===== config.mk =====
export PLATFORM = sky130hd
export DESIGN_NAME = pipeline_power_ctrl
export DESIGN_NICKNAME = d
export VERILOG_FILES = /design/src/rtl/pwr_pkg.sv /design/src/rtl/pwr_delay_counter.sv /design/src/rtl/pipeline_power_ctrl.sv
export SDC_FILE = /design/constraint.sdc
export NUM_CORES = 1
export LEC_CHECK = 0
export ABC_AREA = 1
export CAP_MARGIN = 15
export CORE_MARGIN = 3
export CORE_UTILIZATION = 55
export CTS_BUF_LIST = sky130_fd_sc_hd__clkbuf_8 sky130_fd_sc_hd__clkbuf_16
export DETAILED_ROUTE_END_ITERATION = 16
export GPL_ROUTABILITY_DRIVEN = 0
export PLACE_DENSITY = 0.77
export SYNTH_ARGS = -nofsm -noshare
export SYNTH_HDL_FRONTEND = slang
export SYNTH_HIERARCHICAL = 1
export SYNTH_SLANG_ARGS = --single-unit

===== constraint.sdc =====
create_clock -name clk -period 7.33 [get_ports clk]
set_input_delay 1.0995 -clock clk [delete_from_list [all_inputs] [get_ports clk]]
set_output_delay 1.0995 -clock clk [all_outputs]
set_load 0.1 [all_outputs]

===== src/rtl/pwr_pkg.sv =====
// Shared types and defaults for the pipeline power-sequencing controller.
package pwr_pkg;

    typedef enum logic [2:0] {
        SLEEP  = 3'd0,
        WAKE_F = 3'd1,
        WAKE_D = 3'd2,
        RUN    = 3'd3,
        DRAIN  = 3'd4,
        OFF_D  = 3'd5
    } pwr_state_e;

    typedef struct packed {
        logic fetch;
        logic decode;
        logic execute;
    } stage_en_t;

    localparam int DEF_STAGE_DLY  = 2;
    localparam int DEF_DRAIN_DLY  = 3;
    localparam int DEF_IDLE_LIMIT = 16;
    localparam int DEF_CNT_W      = 8;

    // Which pipeline stages are powered while the controller sits in a given state.
    function automatic stage_en_t stage_enables(pwr_state_e s);
        stage_en_t en;
        en.fetch   = (s == WAKE_F) || (s == WAKE_D) || (s == RUN);
        en.decode  = (s == WAKE_D) || (s == RUN)    || (s == DRAIN);
        en.execute = (s == RUN)    || (s == DRAIN)  || (s == OFF_D);
        return en;
    endfunction

endpackage


===== src/rtl/pwr_delay_counter.sv =====
// Loadable down-counter with a zero flag; times the dwell in each transitional state.
module pwr_delay_counter #(
    parameter int CNT_W = 8
) (
    input  logic             clk,
    input  logic             reset,
    input  logic             load,
    input  logic [CNT_W-1:0] load_val,
    output logic             zero
);

    logic [CNT_W-1:0] count;

    // NOTE: sequential state uses non-blocking assignments so every register samples pre-edge values.
    always_ff @(posedge clk) begin
        if (!reset) begin
            count <= '0;
        end else if (load) begin
            count <= load_val;
        end else if (count != '0) begin
            count <= count - 1'b1;
        end
    end

    assign zero = (count == '0);

endmodule


===== src/rtl/pipeline_power_ctrl.sv =====
// Power sequencer for the three-stage pipeline: staggered wake, drained sleep, idle auto-sleep.
module pipeline_power_ctrl
    import pwr_pkg::*;
#(
    parameter int STAGE_DLY  = DEF_STAGE_DLY,
    parameter int DRAIN_DLY  = DEF_DRAIN_DLY,
    parameter int IDLE_LIMIT = DEF_IDLE_LIMIT,
    parameter int CNT_W      = DEF_CNT_W
) (
    input  logic       clk,
    input  logic       reset,
    input  logic       wake_req,
    input  logic       sleep_req,
    input  logic       instr_valid,
    output logic       enable_fetch,
    output logic       enable_decode,
    output logic       enable_execute,
    output logic       ready,
    output logic       asleep,
    output logic       auto_sleep,
    output logic [2:0] state
);

    pwr_state_e       state_q, state_d;
    logic             pend_wake_q, pend_wake_d;
    logic             pend_sleep_q, pend_sleep_d;
    logic             auto_d;
    logic [CNT_W-1:0] idle_cnt_q, idle_step;
    logic             timeout;
    logic             dly_load, dly_zero;
    logic [CNT_W-1:0] dly_val;
    stage_en_t        en_d;

    pwr_delay_counter #(.CNT_W(CNT_W)) u_dly (
        .clk      (clk),
        .reset    (reset),
        .load     (dly_load),
        .load_val (dly_val),
        .zero     (dly_zero)
    );

    // Idle count this cycle would end with; the timeout fires on the edge it reaches the limit.
    assign idle_step = instr_valid ? '0 :
                       (idle_cnt_q == '1) ? idle_cnt_q : idle_cnt_q + 1'b1;
    assign timeout   = (IDLE_LIMIT != 0) && (int'(idle_step) == IDLE_LIMIT);

    // NOTE: every always_comb output gets a default first so no latch can be inferred.
    always_comb begin
        state_d      = state_q;
        pend_wake_d  = pend_wake_q;
        pend_sleep_d = pend_sleep_q;
        auto_d       = 1'b0;
        unique case (state_q)
            SLEEP: begin
                pend_wake_d  = 1'b0;
                pend_sleep_d = 1'b0;
                if (wake_req || pend_wake_q) state_d = WAKE_F;
            end
            RUN: begin
                pend_wake_d  = 1'b0;
                pend_sleep_d = 1'b0;
                if (sleep_req || pend_sleep_q) begin
                    state_d = DRAIN;
                end else if (timeout) begin
                    state_d = DRAIN;
                    auto_d  = 1'b1;
                end
            end
            WAKE_F, WAKE_D: begin
                // Sleep is applied last so it wins a same-cycle collision while waking.
                if (wake_req)  {pend_wake_d, pend_sleep_d} = 2'b10;
                if (sleep_req) {pend_wake_d, pend_sleep_d} = 2'b01;
                if (dly_zero)  state_d = (state_q == WAKE_F) ? WAKE_D : RUN;
            end
            DRAIN, OFF_D: begin
                if (sleep_req) {pend_wake_d, pend_sleep_d} = 2'b01;
                if (wake_req)  {pend_wake_d, pend_sleep_d} = 2'b10;
                if (dly_zero)  state_d = (state_q == DRAIN) ? OFF_D : SLEEP;
            end
            default: state_d = SLEEP;
        endcase
    end

    assign dly_load = (state_d != state_q) && (state_d != SLEEP) && (state_d != RUN);
    assign dly_val  = (state_d == DRAIN) ? CNT_W'(DRAIN_DLY - 1) : CNT_W'(STAGE_DLY - 1);
    assign en_d     = stage_enables(state_d);

    // Outputs are decoded from the next state so they move on the same edge as the state register.
    always_ff @(posedge clk) begin
        if (!reset) begin
            state_q        <= SLEEP;
            pend_wake_q    <= 1'b0;
            pend_sleep_q   <= 1'b0;
            idle_cnt_q     <= '0;
            enable_fetch   <= 1'b0;
            enable_decode  <= 1'b0;
            enable_execute <= 1'b0;
            ready          <= 1'b0;
            asleep         <= 1'b1;
            auto_sleep     <= 1'b0;
        end else begin
            state_q        <= state_d;
            pend_wake_q    <= pend_wake_d;
            pend_sleep_q   <= pend_sleep_d;
            idle_cnt_q     <= (state_q == RUN && state_d == RUN) ? idle_step : '0;
            enable_fetch   <= en_d.fetch;
            enable_decode  <= en_d.decode;
            enable_execute <= en_d.execute;
            ready          <= (state_d == RUN);
            asleep         <= (state_d == SLEEP);
            auto_sleep     <= auto_d;
        end
    end

    assign state = state_q;

    a_exec_needs_decode: assert property (@(posedge clk) disable iff (!reset)
        (enable_execute && state_q != OFF_D) |-> enable_decode);
    a_decode_needs_fetch: assert property (@(posedge clk) disable iff (!reset)
        (enable_decode && state_q != DRAIN && state_q != OFF_D) |-> enable_fetch);
    a_ready_asleep_excl: assert property (@(posedge clk) disable iff (!reset)
        !(ready && asleep));

endmodule


# ---- Word-level counts from Yosys, hierarchy flattened
# Index checks and enable logic that the tools add are counted.
# Widths: inputs -> output; s select.
dict set report totals {
  ff_bits 27
  out_inout_bits 9
  inputBits 5
}
dict set report classes {
  add_sub_neg 2
  muxes 24
  n_reduce_logical 24
  n_eq_ne 16
  bitwise 2
}
# operator count
set ops {}
lappend ops {{$mux 8} 4}
lappend ops {{$mux 3} 6}
lappend ops {{$eq 3x2->1 const B} 4}
lappend ops {{$eq 3x3->1 const B} 4}
lappend ops {{$pmux 3 s4} 1}
lappend ops {{$mux 1} 10}
lappend ops {{$add 8x1->8 const B} 1}
lappend ops {{$eq 8x6->1 const B} 1}
lappend ops {{$eq 8x8->1 const B} 1}
lappend ops {{$logic_not 8->1} 1}
lappend ops {{$logic_or 1x1->1} 8}
lappend ops {{$reduce_bool 8->1} 1}
lappend ops {{$sub 8x1->8 const B} 1}
lappend ops {{$eq 3x1->1 const B} 2}
lappend ops {{$logic_not 3->1} 2}
lappend ops {{$ne 3x3->1 const B} 2}
lappend ops {{$pmux 1 s3} 2}
lappend ops {{$reduce_bool 3->1} 2}
lappend ops {{$reduce_or 2->1} 3}
lappend ops {{$logic_and 1x1->1} 3}
lappend ops {{$ne 3x2->1 const B} 1}
lappend ops {{$ne 3x3->1} 1}
lappend ops {{$reduce_and 3->1} 1}
lappend ops {{$reduce_or 3->1} 1}
lappend ops {{4 further kinds} 5}

# ---- Depth between registers and ports, before layout
dict set report depth {
  word_depth 11
  ltp_mapped 21
}

# ---- Cells and area by module
# Netlist, hierarchy kept.
# module area_each_um2 seq_area_each_um2 instances cells_per_inst
set modules_own_cells {}
lappend modules_own_cells {pipeline_power_ctrl 1096.1 380.4 1 157}
lappend modules_own_cells {pwr_delay_counter 478.0 160.2 1 70}

# ---- Worst setup path before layout
# No wires, ideal clock.
dict set report synth_timing {
  path_type {flip-flop to flip-flop}
  from {register state_q[0] (netlist: state[0])}
  to {register u_dly.count[1]}
  setup_ps 113
  path_slack_ps 4471
  t_required_ps 7217
  arrival_time_ps 2745
  stages_incl_launch_ff 15
  cell_sequence {dfxtp_1 inv_1 o21ai_2 a22oi_1 nor2_1 nand3_1 nand2_2 nor2_1 nor2_1 buf_2 inv_2 nand2_4 inv_2 nor2_1 nor2_1}
}
dict set report synth_via {
  elab_chain_cells 8
  word_cells_on_any_way 25
  classes_between {eq/ne: 8; mux: 10; reduce/logical: 7}
}
# item line
set synth_rtl {}
lappend synth_rtl {{start, declared} pipeline_power_ctrl.sv:24} ;# pwr_state_e state_q, state_d;
lappend synth_rtl {{start signal, assigned} pipeline_power_ctrl.sv:102} ;# state_q <= state_d;
lappend synth_rtl {{$eq 3x3->1 / $eq 3x1->1 (equally long branches)} {pipeline_power_ctrl.sv:53, pipeline_power_ctrl.sv:78, pipeline_power_ctrl.sv:73}}
lappend synth_rtl {{$mux 3 / $mux 1 (equally long branches)} {pipeline_power_ctrl.sv:78, pipeline_power_ctrl.sv:73}}
lappend synth_rtl {{$mux 3, on equally long branches} {pipeline_power_ctrl.sv:78, pipeline_power_ctrl.sv:73}}
lappend synth_rtl {{$pmux 3 s4} pipeline_power_ctrl.sv:53} ;# unique case (state_q)
lappend synth_rtl {{$ne 3x3->1 / $reduce_bool 3->1 (equally long branches)} pipeline_power_ctrl.sv:84} ;# assign dly_load = (state_d != state_q) && (state_d != SLEEP) && (state_d != RUN);
lappend synth_rtl {{$logic_and 1x1->1} pipeline_power_ctrl.sv:84}
lappend synth_rtl {{$logic_and 1x1->1 *} pipeline_power_ctrl.sv:84}
lappend synth_rtl {{net dly_load} pipeline_power_ctrl.sv:30} ;# logic dly_load, dly_zero;
lappend synth_rtl {{$mux 8 / $reduce_bool 2->1 (equally long branches)} --}
lappend synth_rtl {{end signal, assigned} pwr_delay_counter.sv:19} ;# count <= load_val;
lappend synth_rtl {{end signal, assigned} pwr_delay_counter.sv:21} ;# count <= count - 1'b1;
lappend synth_rtl {{end, declared} pwr_delay_counter.sv:12} ;# logic [CNT_W-1:0] count;
# The timed path passes the listed nets; every way through them passes the cells marked *.
# A chain may end at the register's enable or synchronous reset.

# ---- Worst setup path in the final report
dict set report layout_timing {
  from {input instr_valid}
  to {register u_dly.count[1]}
}
dict set report layout_via {
  elab_chain_cells 9
  word_cells_on_any_way 14
  classes_between {eq/ne: 4; mux: 6; reduce/logical: 4}
}
# item line
set layout_rtl {}
lappend layout_rtl {{start, declared} pipeline_power_ctrl.sv:14} ;# input logic instr_valid,
lappend layout_rtl {{$mux 8 *} pipeline_power_ctrl.sv:43} ;# assign idle_step = instr_valid ? '0 :
lappend layout_rtl {{$eq 8x6->1 *} pipeline_power_ctrl.sv:45} ;# assign timeout = (IDLE_LIMIT != 0) && (int'(idle_step) == IDLE_LIMIT);
lappend layout_rtl {{$mux 3 *} pipeline_power_ctrl.sv:64} ;# end else if (timeout) begin
lappend layout_rtl {{$mux 3 *} pipeline_power_ctrl.sv:62} ;# if (sleep_req || pend_sleep_q) begin
lappend layout_rtl {{$pmux 3 s4 *} pipeline_power_ctrl.sv:53}
lappend layout_rtl {{$ne 3x3->1 / $reduce_bool 3->1 (equally long branches)} pipeline_power_ctrl.sv:84}
lappend layout_rtl {{$logic_and 1x1->1} pipeline_power_ctrl.sv:84}
lappend layout_rtl {{$logic_and 1x1->1 *} pipeline_power_ctrl.sv:84}
lappend layout_rtl {{net dly_load} pipeline_power_ctrl.sv:30}
lappend layout_rtl {{$mux 8 / $reduce_bool 2->1 (equally long branches)} --}
# Marked as above.

==> results.json <==
{
  "syn_avg_cell_area_sq_um": 6.93,
  "clock-sinks": 27,
  "grt_pass1_vias": 1418,
  "wl_per_cell_um": 11.2,
  "synthArstFlopShare": 0,
  "die-area_sq_um": 3540,
  "pin_count": 14,
  "ys.flop_type": "dfxtp_1",
  "hp-start": "pend_sleep_q$_SDFFE_PN0P_",
  "cts_buffer_depth": 2,
  "synthMuxAreaShare": 0,
  "nNetsFinal": 256,
  "cts_tree": "yes",
  "placed_cell_area_sq_um": 1760,
  "drt_iter0_drc": 80,
  "drive_above_1_share": 0.149,
  "vias": 1432,
  "ys_seq_area_frac": 0.343,
  "synth-adder-area-share": 0.0159,
  "start_util": 0.608,
  "grt_pass1_wl_um": 5880,
  "clk_pin_slew_ns": 0.09,
  "synth_area_sq_um": 1570,
  "synth_edf_count": 0,
  "drtPass1Iterations": 4,
  "ys_warn_count": 6,
  "tns_ns": 0,
  "dpl.hpwl_um": 2480,
  "post_cts_buffers": 0,
  "synth_compound_gate_area_share": 0.127,
  "synth_top_family_by_area": "simple AND/OR/NAND/NOR gates",
  "rsz0062_at_grt": "no",
  "path_cells": "clkdlybuf4s50_1 > inv_1 > o21ai_1 > a21oi_2 > nand2_1 > nor2_2 > nand2_2 > nand3_4 > nand3_1 > nand2_2 > nor2_1 > nor2_1 > inv_2 > nand2_4 > inv_2 > nor2_1 > nor2_1",
  "max-slew-margin-rel": 0.351,
  "die_h_um": 59.5,
  "antenna_found_initial": 0,
  "leakage_nw": 0.759,
  "ys_seq_elements": 27,
  "ir_worst_vdd_mv": 0.372,
  "slowest_stage": "nor2_1",
  "synth_cell_types": 30,
  "yosys.area_share.simple": 0.402,
  "cpMostUsedCell": "nor2_1",
  "drv_slew": 0,
  "drtAntennaViolNets": 0,
  "cp-start-kind": "input pin",
  "synth-xor-area-share": 0.0223,
  "fp.coreArea_sq_um": 2590,
  "finClkSkew_ns": 0.00660,
  "cts_resized": 0,
  "whs_ns": 0.457,
  "hold_violations": 0,
  "cp_num_cells": 17,
  "critPathBufInv": 4,
  "worstSetupPathType": "input pin to flip-flop",
  "io_buffers": 13,
  "syn_to_final_growth_pct": 14.5,
  "whs_path_depth": 2,
  "antenna_cells": 0,
  "h-tree-depth": 1,
  "insertion_delay_ns": 0.26,
  "fp.dieW_um": 59.5,
  "postCtsHoldBufs": 0,
  "grt_max_degree": 16,
  "num_rows": 18,
  "drt_wl_total_um": 3110,
  "grtUsageTotal": 0.211,
  "tightest_slew_ns": 0.970,
  "endpoint_kind": "flip-flop",
  "fmax_mhz": 294,
  "ff2ff_path_depth": 17,
  "synthCells": 227,
  "worstPathMaxFanout": 9,
  "gr-total-overflow": 0,
  "critPathTopFamily": "simple AND/OR/NAND/NOR gates",
  "synth.area.top_cells": "dfxtp_1 34%, nor2_1 9.1%, nand2_1 8.1%",
  "startpoint": "instr_valid",
  "finalSetupViolations": 0,
  "fin_area_sq_um": 1800,
  "drv_cap": 0,
  "power_density_nw_per_um2": 374,
  "drc_errors": 0,
  "cts-buffers-inserted": 3,
  "yosys-top-cells-count": "38 x nor2_1, 34 x nand2_1, 29 x inv_1",
  "status": "finished, final reports clean",
  "fin_crit_ns": 3.40,
  "finalCritPeriodShare": 0.464,
  "synth.largest_area_cell": "dfxtp_1",
  "required_ns": 7.49,
  "slowest_delay_ns": 0.45,
  "yosysMostFrequentCell": "nor2_1",
  "synth_top_cell_area_share": 0.343,
  "utilization": 0.696,
  "vias_per_cell": 5.15,
  "r2r_start": "u_dly/count[0]$_SDFFE_PN0P_",
  "holdCritPathClass": "flip-flop to flip-flop",
  "finalPower_mw": 0.674,
  "worstPathArrival_ns": 3.57,
  "cts-root-buf": "clkbuf_8"
}
[final timing paths]
check	slack (ns)	to
setup / recovery	3.93	u_dly/count[1]$_SDFFE_PN0P_
hold / removal	0.46	pend_sleep_q$_SDFFE_PN0P_
setup reg to reg	4.20	u_dly/count[1]$_SDFFE_PN0P_
hold reg to reg	0.46	pend_sleep_q$_SDFFE_PN0P_
[cell type report]
class / instances / area [sq um]
Sequential cell: 27 / 541
Clock buffer: 3 / 41.3
Tap cell: 30 / 37.5
Inverter: 35 / 131
Fill cell: 230 / 788
Timing Repair Buffer: 13 / 130
Multi-Input combinational cell: 169 / 916
Clock inverter: 1 / 5.00
[stage by stage]
stage,instances,worst slack [ns]
CTS,278,3.97
detailed placement,274,3.70
floorplan,232,4.47
global placement,274,3.83
global route,278,3.63
finish,278,3.93
[registers in the layout (all words and copies together), names as in the netlist]
name / cells
asleep: 1
auto_sleep: 1
enable_decode: 1
enable_execute: 1
enable_fetch: 1
idle_cnt_q: 8
pend_sleep_q: 1
pend_wake_q: 1
ready: 1
state: 3
u_dly/count: 8
[power breakdown]
part	internal (mW)	switching, mW
Sequential	0.178	0.0235
Combinational	0.121	0.271
Clock	0.0379	0.0424
[worst register-to-register path, delay by kind of cell, from the launching register on]
family / cells / cell delay (ns)
flip-flops: 1 / 0.32
adder cells (fa/ha/maj): 1 / 0.24
AO/OA/AOI/OAI: 2 / 0.29
buffers and inverters: 4 / 0.46
AND/OR/NAND/NOR: 10 / 1.73
[cell usage in the layout, fill, tap and decap left out, drive strengths merged, types with 2 or more instances in the layout]
cell,Yosys,layout
clkbuf,0,3
xnor2,2,2
ha,2,2
o21ai,20,20
xor2,2,2
a21oi,10,10
nand3,22,22
nor3,5,5
clkdlybuf4s50,0,13
dfxtp,27,27
nand4,3,3
nor2,46,46
inv,35,35
nand2,46,46
conb,1,6
[metal layers]
layer | track usage | up-vias | part of all wire
met1 | 0.274 | 642 | 0.48
met3 | 0.0392 | 4 | 0.034
met5 | 0 | - | 0
met4 | 0.0823 | 0 | 0.011
li1 | - | 760 | -
met2 | 0.343 | 26 | 0.47
[kinds of logic (layout without fill, tap and decap cells)]
kind of cell             count (synthesis)  in the layout
AND/OR/NAND/NOR                        122            122
buffers and inverters                   36             52
AO/OA/AOI/OAI                           35             35
flip-flops                              27             27
XOR/XNOR                                 4              4
adder cells (fa/ha/maj)                  2              2
other                                    1              6
(Power assumes the default switching activity.)
